--- src/rtl/drop_timer.sv ---
// Gravity-drop scheduler for the falling piece. It counts 1 ms ticks and raises drop_req
// (req/ack handshake) or a one-cycle lock_req pulse. DROP_TIMER_STATS_EN adds drops_total.
module drop_timer #(
  parameter int LEVEL_W = 4,
  parameter int BASE_MS = 1000,
  parameter int STEP_MS = 75,
  parameter int MIN_MS  = 100,
  parameter int SOFT_MS = 50,
  parameter int LOCK_MS = 500
) (
  input  logic               clk50,
  input  logic               rst_n,
  input  logic               tick1k,
  input  logic               run,
  input  logic               pause,
  input  logic [LEVEL_W-1:0] level,
  input  logic               soft_drop,
  input  logic               landed,
  input  logic               drop_ack,
  output logic               drop_req,
  output logic               lock_req
`ifdef DROP_TIMER_STATS_EN
  ,
  output logic [15:0]        drops_total
`endif
);

  typedef enum logic [1:0] {IDLE, COUNT, REQ, LOCK} state_t;

  state_t      state, state_n;
  logic [15:0] ms_cnt, ms_cnt_n;
  logic        lock_req_n;
  logic [31:0] lv_prod;
  logic [15:0] lv_ms, iv, cnt_inc;
  logic        counted;

  // Level-scaled interval goes to 0 instead of wrapping when the product exceeds the base.
  function automatic logic [15:0] sat_sub(input logic [31:0] a, input logic [31:0] b);
    logic signed [32:0] d;
    d = $signed({1'b0, a}) - $signed({1'b0, b});
    return (d < 0) ? 16'd0 : d[15:0];
  endfunction

  function automatic logic [15:0] sat_inc(input logic [15:0] a);
    return (a == 16'hFFFF) ? a : a + 16'd1;
  endfunction

  always_comb begin
    lv_prod = 32'(level) * 32'(STEP_MS);
    lv_ms   = sat_sub(32'(BASE_MS), lv_prod);
    iv      = (lv_ms < 16'(MIN_MS)) ? 16'(MIN_MS) : lv_ms;
    if (soft_drop && (iv > 16'(SOFT_MS)))
      iv = 16'(SOFT_MS);
  end

  assign cnt_inc  = ms_cnt + 16'd1;
  assign counted  = tick1k && !pause;
  assign drop_req = (state == REQ);

  // Pause freezes every transition except the run-low override.
  always_comb begin
    state_n    = state;
    ms_cnt_n   = ms_cnt;
    lock_req_n = 1'b0;
    unique case (state)
      IDLE: begin
        ms_cnt_n = 16'd0;
        if (run) state_n = COUNT;
      end
      COUNT: begin
        if (!pause && landed) begin
          state_n  = LOCK;
          ms_cnt_n = 16'd0;
        end else if (counted) begin
          if (cnt_inc >= iv) begin
            state_n  = REQ;
            ms_cnt_n = 16'd0;
          end else begin
            ms_cnt_n = cnt_inc;
          end
        end
      end
      REQ: begin
        if (!pause && drop_ack) begin
          state_n  = COUNT;
          ms_cnt_n = 16'd0;
        end
      end
      LOCK: begin
        if (!pause && !landed) begin
          state_n  = COUNT;
          ms_cnt_n = 16'd0;
        end else if (counted) begin
          if (cnt_inc >= 16'(LOCK_MS)) begin
            lock_req_n = 1'b1;
            state_n    = COUNT;
            ms_cnt_n   = 16'd0;
          end else begin
            ms_cnt_n = cnt_inc;
          end
        end
      end
      default: begin
        state_n  = IDLE;
        ms_cnt_n = 16'd0;
      end
    endcase
    if (!run) begin
      state_n    = IDLE;
      ms_cnt_n   = 16'd0;
      lock_req_n = 1'b0;
    end
  end

  always_ff @(posedge clk50) begin
    if (!rst_n) begin
      state    <= IDLE;
      ms_cnt   <= 16'd0;
      lock_req <= 1'b0;
    end else begin
      state    <= state_n;
      ms_cnt   <= ms_cnt_n;
      lock_req <= lock_req_n;
    end
  end

`ifdef DROP_TIMER_STATS_EN
  logic ack_taken;
  assign ack_taken = (state == REQ) && (state_n == COUNT);

  always_ff @(posedge clk50) begin
    if (!rst_n)
      drops_total <= 16'd0;
    else if (state_n == IDLE)
      drops_total <= 16'd0;
    else if (ack_taken)
      drops_total <= sat_inc(drops_total);
  end
`endif

endmodule

--- config.mk ---
export PLATFORM = sky130hd
export DESIGN_NAME = drop_timer
export DESIGN_NICKNAME = d
export VERILOG_FILES = /design/src/rtl/drop_timer.sv
export SDC_FILE = /design/constraint.sdc
export NUM_CORES = 1
export LEC_CHECK = 0
export ABC_CLOCK_PERIOD_IN_PS = 8200
export BUFFER_PORTS_ARGS = -buffer_cell sky130_fd_sc_hd__buf_2
export CORE_MARGIN = 2
export CORE_UTILIZATION = 55
export CTS_BUF_LIST = sky130_fd_sc_hd__clkbuf_2 sky130_fd_sc_hd__clkbuf_4 sky130_fd_sc_hd__clkbuf_8
export DETAILED_ROUTE_END_ITERATION = 10
export HOLD_SLACK_MARGIN = 0.05
export PLACE_DENSITY = 0.74
export SYNTH_ARGS = -nofsm -noshare
export SYNTH_HDL_FRONTEND = slang
export SYNTH_SLANG_ARGS = --single-unit
export TNS_END_PERCENT = 20
--- constraint.sdc ---
create_clock -name clk50 -period 8.2 [get_ports clk50]
set_input_delay 0.82 -clock clk50 [delete_from_list [all_inputs] [get_ports clk50]]
set_output_delay 0.82 -clock clk50 [all_outputs]
set_load 0.1 [all_outputs]
Yosys cells after proc, flatten, opt, wreduce, memory -nomap -nowiden --
Cells that the tools add are included.
Word-level totals: RAM bits 0, word-level logic and storage cells 55, memory bits (read-only) 0, latch bits 0, bits of input ports 12, register bits after elaboration 19, output and inout bits 2, memories 0
Cells by class: reduce and logical (&&, ||, !) cells 12, shift-type cells 0, div/mod/pow operators 0, $mul 1, eq/ne operators 8, add/subtract/negate cells 2, multiplexer cells 20, bitwise gates (word level) 4, $lt $le $gt $ge 5
Operator list (count):
- $mux 16 | 10
- $pmux 16 s4 | 1
- $add 16x1->16 const B | 1
- $ge 16x16->1 | 1
- $ge 16x9->1 const B | 1
- $gt 16x6->1 const B | 1
- $lt 16x7->1 const B | 1
- $mux 2 | 7
- $lt 12x1->1 const B | 1
- $ne 3x3->1 const B | 4
- $sub 10x11->12 const A | 1
- $mul 4x7->11 const B | 1
- $pmux 2 s4 | 1
- $logic_and 1x1->1 | 5
- $reduce_and 5->1 | 1
- $reduce_or 5->1 | 1
- $eq 2x2->1 const B | 2
- $not 1->1 | 4
- $reduce_and 3->1 | 1
- $eq 2x1->1 const B | 1
- $logic_not 1->1 | 2
- $logic_not 2->1 | 1
- $ne 2x1->1 const B | 1
- $reduce_and 2->1 | 1
- $mux 1 | 1

Longest topological paths before layout --
Gate-level depths: netlist of the first run.
depth after elaboration 14, gate-level depth with buffers 21, mapped depth without buffers 21

Least setup slack after synthesis of the first run --
OpenSTA, ideal clock, no wires.
kind input port to flip-flop, start input port level[2], end register ms_cnt[0], stages on the path 19, data required time 8.122 ns, arrival time 5.089 ns, library setup time 0.078 ns, setup slack 3.033 ns, cells stage by stage ha_1 -> fa_1 -> inv_1 -> ha_1 -> a21o_1 -> a21oi_1 -> o21ai_0 -> a211oi_1 -> a211oi_1 -> maj3_2 -> or3_1 -> ha_1 -> a211o_1 -> a31oi_1 -> o211ai_1 -> a311o_1 -> o31ai_1 -> nand4b_1 -> o21ai_0
On the way: longest elaborated chain between the ends 14
Ends and longest elaborated chain:
- start: declaration | RTL line 16 | input logic [LEVEL_W-1:0] level,
- $mul 4x7->11 * | RTL line 49 | lv_prod = 32'(level) * 32'(STEP_MS);
- $sub 10x11->12 * | RTL line 40 | d = $signed({1'b0, a}) - $signed({1'b0, b});
- $lt 12x1->1 | RTL line 41 | return (d < 0) ? 16'd0 : d[15:0];
- $mux 16 * | RTL line 41
- $lt 16x7->1 | RTL line 51 | iv = (lv_ms < 16'(MIN_MS)) ? 16'(MIN_MS) : lv_ms;
- $mux 16 * | RTL line 51
- $gt 16x6->1 | RTL line 52 | if (soft_drop && (iv > 16'(SOFT_MS)))
- $logic_and 1x1->1 | RTL line 52
- $mux 16 * | RTL line 52
- $ge 16x16->1 * | RTL line 75 | if (cnt_inc >= iv) begin
- $mux 16 * | RTL line 75
- $mux 16 * | RTL line 74 | end else if (counted) begin
- $mux 16 * | RTL line 71 | if (!pause && landed) begin
- $pmux 16 s4 * | RTL line 65 | unique case (state)
- end signal: assignment | RTL line 122 | ms_cnt <= ms_cnt_n;
- end: declaration | RTL line 31 | logic [15:0] ms_cnt, ms_cnt_n;
Every way passes the cells marked *; elsewhere a longest branch is shown, timed or not. The select of a mux whose other input is x is not followed. A chain may end at the register's enable or synchronous reset.

Worst setup path in the final report of the first run --
start input port level[2], end register ms_cnt[1]
The elaborated chain is that of the path after synthesis.

==> results.txt, run 1 <==
Status: completed
Post-route DRC violation count: 0
Largest net degree at the start of global routing: 16
CP Buf/Inv Count: 2
Syn Area/Cell: 8.06 sq um
CP max FO: 9
Rows: 21
Post-CTS sizing: 0
R2R Setup Slk: 4720 ps
Hold Crit Start: ms_cnt[15]$_SDFFE_PN0P_
Area after DPL: 2100 sq um
Leading post-synthesis cells by cell area: dfxtp_1, ha_1, inv_1, xnor2_1, o21ai_0
Core Area: 3420 sq um
Gate power share: 39.6%
Commonest cells in the netlist: inv_1, ha_1, dfxtp_1, nand2_1, o21ai_0
Antenna violations before repair: 0
Via count: 1,766
Setup violators final: 0
Worst R2R Start: ms_cnt[0]$_SDFFE_PN0P_
Worst slew pin tran: 875 ps
Worst setup path class: input pin to register
Minimum clock period: 5610 ps
Yosys reg bits: 19
Setup Buffers After CTS: 0
Skew final: 15.4 ps
Number of clock sinks: 19
Synth Instances: 250
Post-synth EDFFs: 0
Ant diodes: 0
Port bufs: 13
Max cap viols: 0
DIE AREA: 4160 sq um
Synth top area share: 18.9%
Hold WC Path Type: register to register
Peak supply drop: 68.3 uV
Reg2reg path depth: 13
Vias per cell: 5.75
Syn nets: 293
YS warnings: 0
Worst-Skew Late Latency: 310 ps
Root buffer cell: clkbuf_4
Sequential fraction of design power: 39.8%
Fmax: 178 MHz
CP max stage cell: fa_1
CTS tree: yes
RSZ-0062 raised after global routing: no
Die Y: 64.5 um
Total Power: 0.000236 W
TritonRoute pass-1 iters: 7
DR iter-0 viols: 117
I/O pins: 14
Wire per inst: 13.2 um
CTS Hold Bufs: 0
Clock share of power: 20.6%
Share of layout cells above drive strength 1: 9.58%
Sw power: 0.0000849 W
GRT Total Usage: 21.2%
Critical path's most frequent cell: ha_1
P&R area growth vs syn: 5.71%
Required @ worst endpoint: 8420 ps
Crit. End Element: register
H-tree levels: 1
Asr flop ratio synth: 0%
CP arrival: 5830 ps
Switching part of the total: 36.1%
Post-DP HPWL: 3310 um
Routed wire length: 4040 um
Crit-path cells: buf_2 > ha_1 > fa_1 > inv_1 > ha_1 > a21o_1 > a21oi_1 > o21ai_0 > a211oi_1 > a211oi_1 > maj3_2 > or3_1 > ha_1 > a211o_1 > a31oi_1 > o211ai_1 > a311o_1 > o31ai_1 > nand4b_1 > o21ai_0
Delay-heaviest family, CP: compound AO/OA/AOI/OAI gates
Int Power: 0.000151 W
Rel. slew slack: 41.4%
Final worst path period share: 68.4%
Register area share after synthesis: 18.9%
Clk pin slew, worst setup/hold paths: 120 ps
Top_reg_cell synth: dfxtp_1
Most common cell in the netlist: inv_1
Number of global-route vias before repair: 1,682
Final core occ: 62.3%
Yosys cell types: 50
GRT overflow: 0
Cell Area, Synth: 2010 sq um
Min-Delay Path Depth: 1
Setup TNS: 0 ps
Fin. max-slew vios: 0
Fin. Hold Viols: 0
Hold endpoint: ms_cnt[15]$_SDFFE_PN0P_
Design area: 2130 sq um
Initial Util: 59.0%
Bufs on Longest Clock Path: 2
PD cells: 111 nW/um^2
CTS Buf Count: 3
Global-route wire length before repair: 7170 um
Final Wtd Congestion: 0.839
Reg2Reg Capture Point: ms_cnt[1]$_SDFFE_PN0P_
Die width: 64.5 um
P_leak: 0.979 nW
Final cell count without fillers: 307
Fin nets: 305
Placed cell count: 303
Critical Path Max Stage Delay: 580 ps
Yosys top cell by area: dfxtp_1
Antenna-violating nets left: 0
Worst setup SP type: input pin
[layer usage]
metal | track usage, % | wire (um) | vias to the layer above
met5 | 0 | 0 | -
met4 | 6.65 | 23 | 0
met3 | 3.47 | 127 | 2
met2 | 34.8 | 1800 | 26
met1 | 28.5 | 2090 | 808
li1 | - | - | 930
[worst reg2reg max path: stages, from the launching register on]
cell and delay, ps:
dfxtp_1 520, ha_1 350, nand3_1 230, nor2_4 260
and3_1 200, xnor2_1 140, inv_1 60, ha_1 190
a211oi_1 230, o211ai_1 140, a311o_1 420, o31ai_1 90
nand4b_1 320, o21ai_0 260
[cell usage in the layout (no fill, tap or decap), types with 3 or more instances in the layout]
master	instances
nand2b_1	6
or3_1	3
o211ai_1	4
nor2_1	9
xnor2_1	9
inv_1	30
o21a_1	9
nand2_1	19
ha_1	28
and3_1	3
nor3_1	8
clkbuf_4	3
a211oi_1	5
and2_1	5
a21oi_1	9
nor4_1	6
fa_1	3
buf_2	13
o21ai_0	15
dfxtp_1	19
xor2_1	6
o31ai_1	3
a31oi_1	4
nand3_1	8
[worst max path at each step]
| stage | slack (ps) | cells past startpoint | from | end |
|---|---|---|---|---|
| after floorplan | 3030 | 19 | level[2] | ms_cnt[0]$_SDFFE_PN0P_ |
| after global placement | 2460 | 20 | level[2] | ms_cnt[1]$_SDFFE_PN0P_ |
| after detailed placement | 2330 | 20 | level[2] | ms_cnt[8]$_SDFFE_PN0P_ |
| after CTS | 2630 | 20 | level[2] | ms_cnt[1]$_SDFFE_PN0P_ |
| after global routing | 2160 | 20 | level[2] | ms_cnt[0]$_SDFFE_PN0P_ |
| final | 2590 | 20 | level[2] | ms_cnt[1]$_SDFFE_PN0P_ |
[state kept, by name, summed over array words and instances (netlist names)]
register,flops
state,2
ms_cnt,16
lock_req,1
[through the flow]
step,hold WS [ps],setup WS (ps)
after floorplan,447,3030
after global placement,487,2460
after detailed placement,507,2330
after CTS,525,2630
after global routing,539,2160
final,528,2590
[logic make-up after synthesis]
logic type / share of synthesized area, %
and+or+nand+nor: 23.7
AOI/OAI and AO/OA: 22.2
buffers and inverters: 7.33
adders and majority gates: 20.9
DFF: 18.9
xor gates and xnor gates: 6.52
muxes: 0.497
[layout make-up]
cell class,instances,area (sq um)
Multi-Input combinational cell,195,1490
Clock buffer,3,22.5
Inverter,30,113
Sequential cell,19,380
Timing Repair Buffer,13,65.1
Fill cell,314,1290
Clock inverter,1,5.00
Tap cell,46,57.6
[power by group through the flow]
stage | registers, W | logic [W] | clock network [W]
2_1_floorplan | 0.0000952 | 0.0000714 | 0
3_3_place_gp | 0.0000958 | 0.0000897 | 0
3_5_place_dp | 0.0000958 | 0.0000921 | 0
4_1_cts | 0.0000937 | 0.0000930 | 0.0000497
5_1_grt | 0.0000939 | 0.000107 | 0.0000534
6_report | 0.0000938 | 0.0000933 | 0.0000485
No activity file was read; power rests on OpenSTA's default activity.
==> run 2: changes to the inputs <==
- ABC_CLOCK_PERIOD_IN_PS: 8200 -> 5150
- PLACE_DENSITY: 0.74 -> 0.77
- clock period: 8.2 -> 5.15 ns (I/O delays scaled with it)
==> results.txt, run 2 (same netlist as run 1, synthesis figures left out) <==
Multi-input combinational cell area: 1510 sq um (+1.8%)
DR iter-0 viols: 102 (-13%)
Die Y: 64.5 um (unchanged)
Most frequent cells in the layout: inv_1, ha_1, nand2_1, dfxtp_1, o21ai_0
Share of layout cells above drive strength 1: 15.6% (+6.1 points)
Clk pin slew, worst setup/hold paths: 120 ps (about the same)
Largest net degree at the start of global routing: 16 (unchanged)
Sequential fraction of design power: 36.8% (-3.0 points)
Via count: 1,802 (+2.0%)
Number of global-route vias before repair: 1,656 (-1.5%)
Peak supply drop: 97.8 uV (+43%)
Fin. Hold Viols: 0 (unchanged)
P&R area growth vs syn: 12.2%
DIE AREA: 4160 sq um (unchanged)
CTS Buf Count: 3 (unchanged)
GRT overflow: 0 (unchanged)
Setup violators final: 0 (unchanged)
Filler cell count: 301 (-4.1%)
Area after DPL: 2210 sq um (+5.0%)
Fmax: 205 MHz
Ant diodes: 0 (unchanged)
Final worst path period share: 94.7%
CTS tree: yes
Port bufs: 13 (unchanged)
Max cap viols: 0 (unchanged)
Worst slew pin tran: 834 ps (-41.0 ps)
Routed wire length: 4060 um (+0.37%)
I/O pins: 14 (unchanged)
PD cells: 180 nW/um^2 (+62%)
Core Area: 3420 sq um (unchanged)
Fin nets: 319 (+4.6%)
Final cell count without fillers: 321 (+4.6%)
TritonRoute pass-1 iters: 4 (-3)
Int Power: 0.000263 W (+74%)
Vias per cell: 5.61 (-2.4%)
Minimum clock period: 4880 ps
Design area: 2260 sq um (+6.2%)
Setup Buffers After CTS: 0 (unchanged)
Gate power share: 43.4% (+3.8 points)
Bufs on Longest Clock Path: 2 (unchanged)
Worst setup path class: input pin to register
Initial Util: 59.0% (unchanged)
Sw power: 0.000144 W (+69%)
Placed cell count: 317 (+4.6%)
Skew final: 2.14 ps (-13.2 ps)
Hold WC Path Type: input pin to register
Worst-Skew Late Latency: 310 ps (about the same)
R2R Setup Slk: 1790 ps (-2930 ps)
CP max FO: 5 (-4)
Root buffer cell: clkbuf_4
Max FFs per register: 16 (unchanged)
GRT Total Usage: 20.7% (-0.54 points)
Seq. cell area: 380 sq um (unchanged)
Final Wtd Congestion: 0.832 (-0.88%)
Rel. slew slack: 44.2% (+2.7 points)
Die width: 64.5 um (unchanged)
CP arrival: 5140 ps (-690 ps)
Most flops, register: ms_cnt
Wire per inst: 12.6 um (-4.0%)
Post-CTS sizing: 0 (unchanged)
Post-DP HPWL: 3220 um (-2.7%)
Biggest regs: ms_cnt: 16 flops, state: 2 flops, lock_req: 1 flops
H-tree levels: 1 (unchanged)
Switching part of the total: 35.4% (-0.71 points)
Clock share of power: 19.9% (-0.7 points)
Antenna-violating nets left: 0 (unchanged)
CTS Hold Bufs: 0 (unchanged)
Number of clock sinks: 19 (unchanged)
Status: completed
Fin. max-slew vios: 0 (unchanged)
Global-route wire length before repair: 7040 um (-1.7%)
Crit. End Element: register
Rows: 21 (unchanged)
Antenna violations before repair: 0 (unchanged)
Leading cell type in the layout, fill and taps excluded: inv_1
Worst setup SP type: input pin
Required @ worst endpoint: 5410 ps (-3010 ps)
P_leak: 1.06 nW (+8.0%)
Post-route DRC violation count: 0 (unchanged)
run 2: power groups by stage:
stage	clock [W]	combinational [W]	sequential [W]
2_1_floorplan	0	0.000114	0.000152
3_3_place_gp	0	0.000167	0.000153
3_5_place_dp	0	0.000169	0.000153
4_1_cts	0.0000831	0.000170	0.000149
5_1_grt	0.0000891	0.000199	0.000150
6_report	0.0000808	0.000176	0.000149
run 2: final cells by class:
| class | count | share of cell area, % |
|---|---|---|
| clock buffers | 3 | 0.996 |
| inverters | 30 | 4.98 |
| well taps | 46 | 2.55 |
| flip-flops and latches | 19 | 16.8 |
| repair buffers | 27 | 7.53 |
| clock inverters | 1 | 0.221 |
| multi-input cells | 195 | 66.9 |
run 2: worst paths after layout:
| check | endpoint | startpoint | cells after the start |
|---|---|---|---|
| setup / recovery | ms_cnt[10]$_SDFFE_PN0P_ | level[2] | 21 |
| hold / removal | state[1]$_SDFFE_PN0P_ | rst_n | 3 |
| setup reg to reg | ms_cnt[10]$_SDFFE_PN0P_ | ms_cnt[0]$_SDFFE_PN0P_ | 13 |
| hold reg to reg | ms_cnt[11]$_SDFFE_PN0P_ | ms_cnt[11]$_SDFFE_PN0P_ | 1 |
run 2: through the flow:
stage | setup WS [ps] | hold slack (ps) | setup TNS [ps] | util [%] | power [W]
6_report | 275 | 505 | 0 | 66.2 | 0.000406
2_1_floorplan | 288 | 447 | 0 | - | 0.000265
4_1_cts | 249 | 507 | 0 | 65.4 | 0.000403
3_3_place_gp | 21.7 | 485 | 0 | 64.6 | 0.000319
5_1_grt | -4.33 | 522 | -7.82 | 66.2 | 0.000437
3_5_place_dp | -57.6 | 488 | -57.6 | 64.6 | 0.000321
run 2: layer usage:
metal	routed length, um	global-route usage [%]
met1	2100	28.5
met2	1840	34.4
met3	69	2.08
met4	43	5.59
met5	0	0
run 2: worst max-delay path, cell delays in order:
cell and delay, ps:
buf_2 110, ha_1 300, fa_1 380, inv_1 80
ha_1 230, nor2b_2 170, o21a_1 200, o21a_1 210
buf_4 140, nor4_1 270, a211oi_1 100, maj3_2 360
or3_1 320, ha_1 210, a211o_1 220, a31oi_1 180
o211ai_1 140, a311o_1 390, buf_4 160, nor4b_1 270
a22o_1 170
==> run 3: changes to the inputs <==
- SETUP_SLACK_MARGIN: not set -> 0.4
==> results.txt, run 3 (same netlist as run 1, synthesis figures left out) <==
Status: completed
Peak supply drop: 99.1 uV (+1.3%)
Rows: 21 (unchanged)
Biggest regs: ms_cnt: 16 flops, state: 2 flops, lock_req: 1 flops
Clk pin slew, worst setup/hold paths: 130 ps (about the same)
Setup violators final: 0 (unchanged)
P&R area growth vs syn: 19.3%
Switching part of the total: 38.6% (+3.2 points)
Bufs on Longest Clock Path: 2 (unchanged)
Core Area: 3420 sq um (unchanged)
Final Wtd Congestion: 0.903 (+8.5%)
Most flops, register: ms_cnt
Antenna violations before repair: 0 (unchanged)
Worst setup path class: input pin to register
Min-Delay Path Depth: 3 (unchanged)
Crit. End Element: register
Initial Util: 59.0% (unchanged)
Number of global-route vias before repair: 1,772 (+7.0%)
Routed wire length: 4810 um (+19%)
Seq. cell area: 380 sq um (unchanged)
Skew final: 10.8 ps (+8.71 ps)
Design area: 2400 sq um (+6.3%)
Number of clock sinks: 19 (unchanged)
Minimum clock period: 4740 ps (-131 ps)
Placed cell count: 310 (-2.2%)
Share of layout cells above drive strength 1: 21.4% (+5.8 points)
DIE AREA: 4160 sq um (unchanged)
P_leak: 1.04 nW (-1.4%)
Int Power: 0.000280 W (+6.6%)
RSZ-0062 raised after global routing: yes
TritonRoute pass-1 iters: 5 (+1)
Die width: 64.5 um (unchanged)
CP arrival: 4990 ps (-150 ps)
Ant diodes: 0 (unchanged)
Area after DPL: 2160 sq um (-2.0%)
Leading cell type in the layout, fill and taps excluded: inv_1
Sw power: 0.000176 W (+22%)
Multi-input combinational cell area: 1650 sq um (+9.0%)
GRT Total Usage: 22.5% (+1.8 points)
Fin. max-slew vios: 0 (unchanged)
Worst R2R Start: ms_cnt[0]$_SDFFE_PN0P_
Worst slew pin tran: 965 ps (+131 ps)
Worst-Skew Late Latency: 310 ps (about the same)
R2R Setup Slk: 1740 ps (-50 ps)
Final cell count without fillers: 317 (-1.2%)
Hold WC Path Type: input pin to register
Required @ worst endpoint: 5390 ps (-20 ps)
Fin nets: 315 (-1.3%)
Gate power share: 49.2% (+5.8 points)
Largest net degree at the start of global routing: 16 (unchanged)
Max FFs per register: 16 (unchanged)
Filler cell count: 260 (-14%)
PD cells: 190 nW/um^2 (+5.5%)
Via count: 1,895 (+5.2%)
Antenna-violating nets left: 0 (unchanged)
Setup crit end: ms_cnt[2]$_SDFFE_PN0P_
Max cap viols: 0 (unchanged)
Most frequent cells in the layout: inv_1, ha_1, nand2_1, dfxtp_1, buf_2
Clock share of power: 18.1% (-1.8 points)
Reg2Reg Capture Point: ms_cnt[2]$_SDFFE_PN0P_
Wire per inst: 15.2 um (+20%)
CP max FO: 9 (+4)
I/O pins: 14 (unchanged)
CTS tree: yes
CTS Hold Bufs: 0 (unchanged)
Crit path from: level[2]
DR iter-0 viols: 103 (+0.98%)
Fin. Hold Viols: 0 (unchanged)
H-tree levels: 1 (unchanged)
Port bufs: 13 (unchanged)
Rel. slew slack: 35.4% (-8.8 points)
CTS Buf Count: 3 (unchanged)
Global-route wire length before repair: 7630 um (+8.3%)
Worst hold slack: 489 ps (-15.9 ps)
Final worst path period share: 92.1% (-2.5 points)
Post-route DRC violation count: 0 (unchanged)
GRT overflow: 0 (unchanged)
Post-DP HPWL: 3420 um (+6.1%)
Worst setup SP type: input pin
Reg2reg path depth: 14 (+1)
Die Y: 64.5 um (unchanged)
Fmax: 211 MHz (+2.8%)
Vias per cell: 5.98 (+6.5%)
Root buffer cell: clkbuf_4
Sequential fraction of design power: 32.8% (-4.0 points)
run 3: changes by cell type in the layout (fill, tap and decap cells not counted), sizes merged:
cell      previous run  this run
buf                 27        23
clkinv               1         0
clkinvlp             0         1
run 3: final cells by class:
class	count	share of cell area [%]
Clock buffer	3	0.937
Timing Repair Buffer	23	7.24
Clock inverter	1	0.312
Inverter	30	4.69
Multi-Input combinational cell	195	68.6
Sequential cell	19	15.8
Tap cell	46	2.39
run 3: worst min path at each step:
stage | from | to | slack (ps)
2_1_floorplan | ms_cnt[11]$_SDFFE_PN0P_ | ms_cnt[11]$_SDFFE_PN0P_ | 450
4_1_cts | run | ms_cnt[9]$_SDFFE_PN0P_ | 500
3_5_place_dp | ms_cnt[11]$_SDFFE_PN0P_ | ms_cnt[11]$_SDFFE_PN0P_ | 490
3_3_place_gp | ms_cnt[11]$_SDFFE_PN0P_ | ms_cnt[11]$_SDFFE_PN0P_ | 470
6_report | rst_n | state[1]$_SDFFE_PN0P_ | 490
5_1_grt | rst_n | state[1]$_SDFFE_PN0P_ | 480
run 3: per-stage QoR:
stage          TNS [ps]  util (%)  worst slack, ps  total power (W)
2_1_floorplan         0         -              405         0.000269
3_3_place_gp      -3.62      63.3            -3.62         0.000313
3_5_place_dp      -1040      63.3             -133         0.000317
4_1_cts               0      65.1              377         0.000407
5_1_grt               0      70.4              194         0.000485
6_report              0      70.4              405         0.000456
run 3: critical path, cell delays in order:
cell and delay [ps]:
buf_8 110, ha_4 230, fa_2 570, fa_2 240
nor2b_2 50, o21a_1 200, o21a_1 230, buf_6 140
nor4_4 280, a211oi_2 70, maj3_2 380, or3_4 360
ha_4 170, a211o_1 230, a31oi_1 160, o211ai_1 140
a311o_1 330, o31ai_1 80, nand4b_1 170, buf_6 190
o21ai_0 120
run 3: layer usage:
metal / vias up / wire, um / part of all wire (%) / GRT usage, %
li1: 947 / - / - / -
met1: 888 / 2180 / 45 / 28.6
met2: 48 / 2360 / 49 / 39.6
met3: 12 / 161 / 3.3 / 2.78
met4: 0 / 101 / 2.1 / 6.91
met5: - / 0 / 0 / 0
run 3: timing repair:
item                                    CTS  global route
cloned                                    0             0
buffers inserted                          2             1
resized for setup                         5            40
endpoints found under the setup margin   12            13
pin swaps                                 5             5
run 3: power by group through the flow:
| stage | clock network [W] | registers, W | logic (W) |
|---|---|---|---|
| final | 0.0000824 | 0.000149 | 0.000224 |
| after global routing | 0.0000906 | 0.000150 | 0.000245 |
| after CTS | 0.0000849 | 0.000149 | 0.000173 |
| after detailed placement | 0 | 0.000152 | 0.000164 |
| after global placement | 0 | 0.000152 | 0.000161 |
| after floorplan | 0 | 0.000152 | 0.000117 |
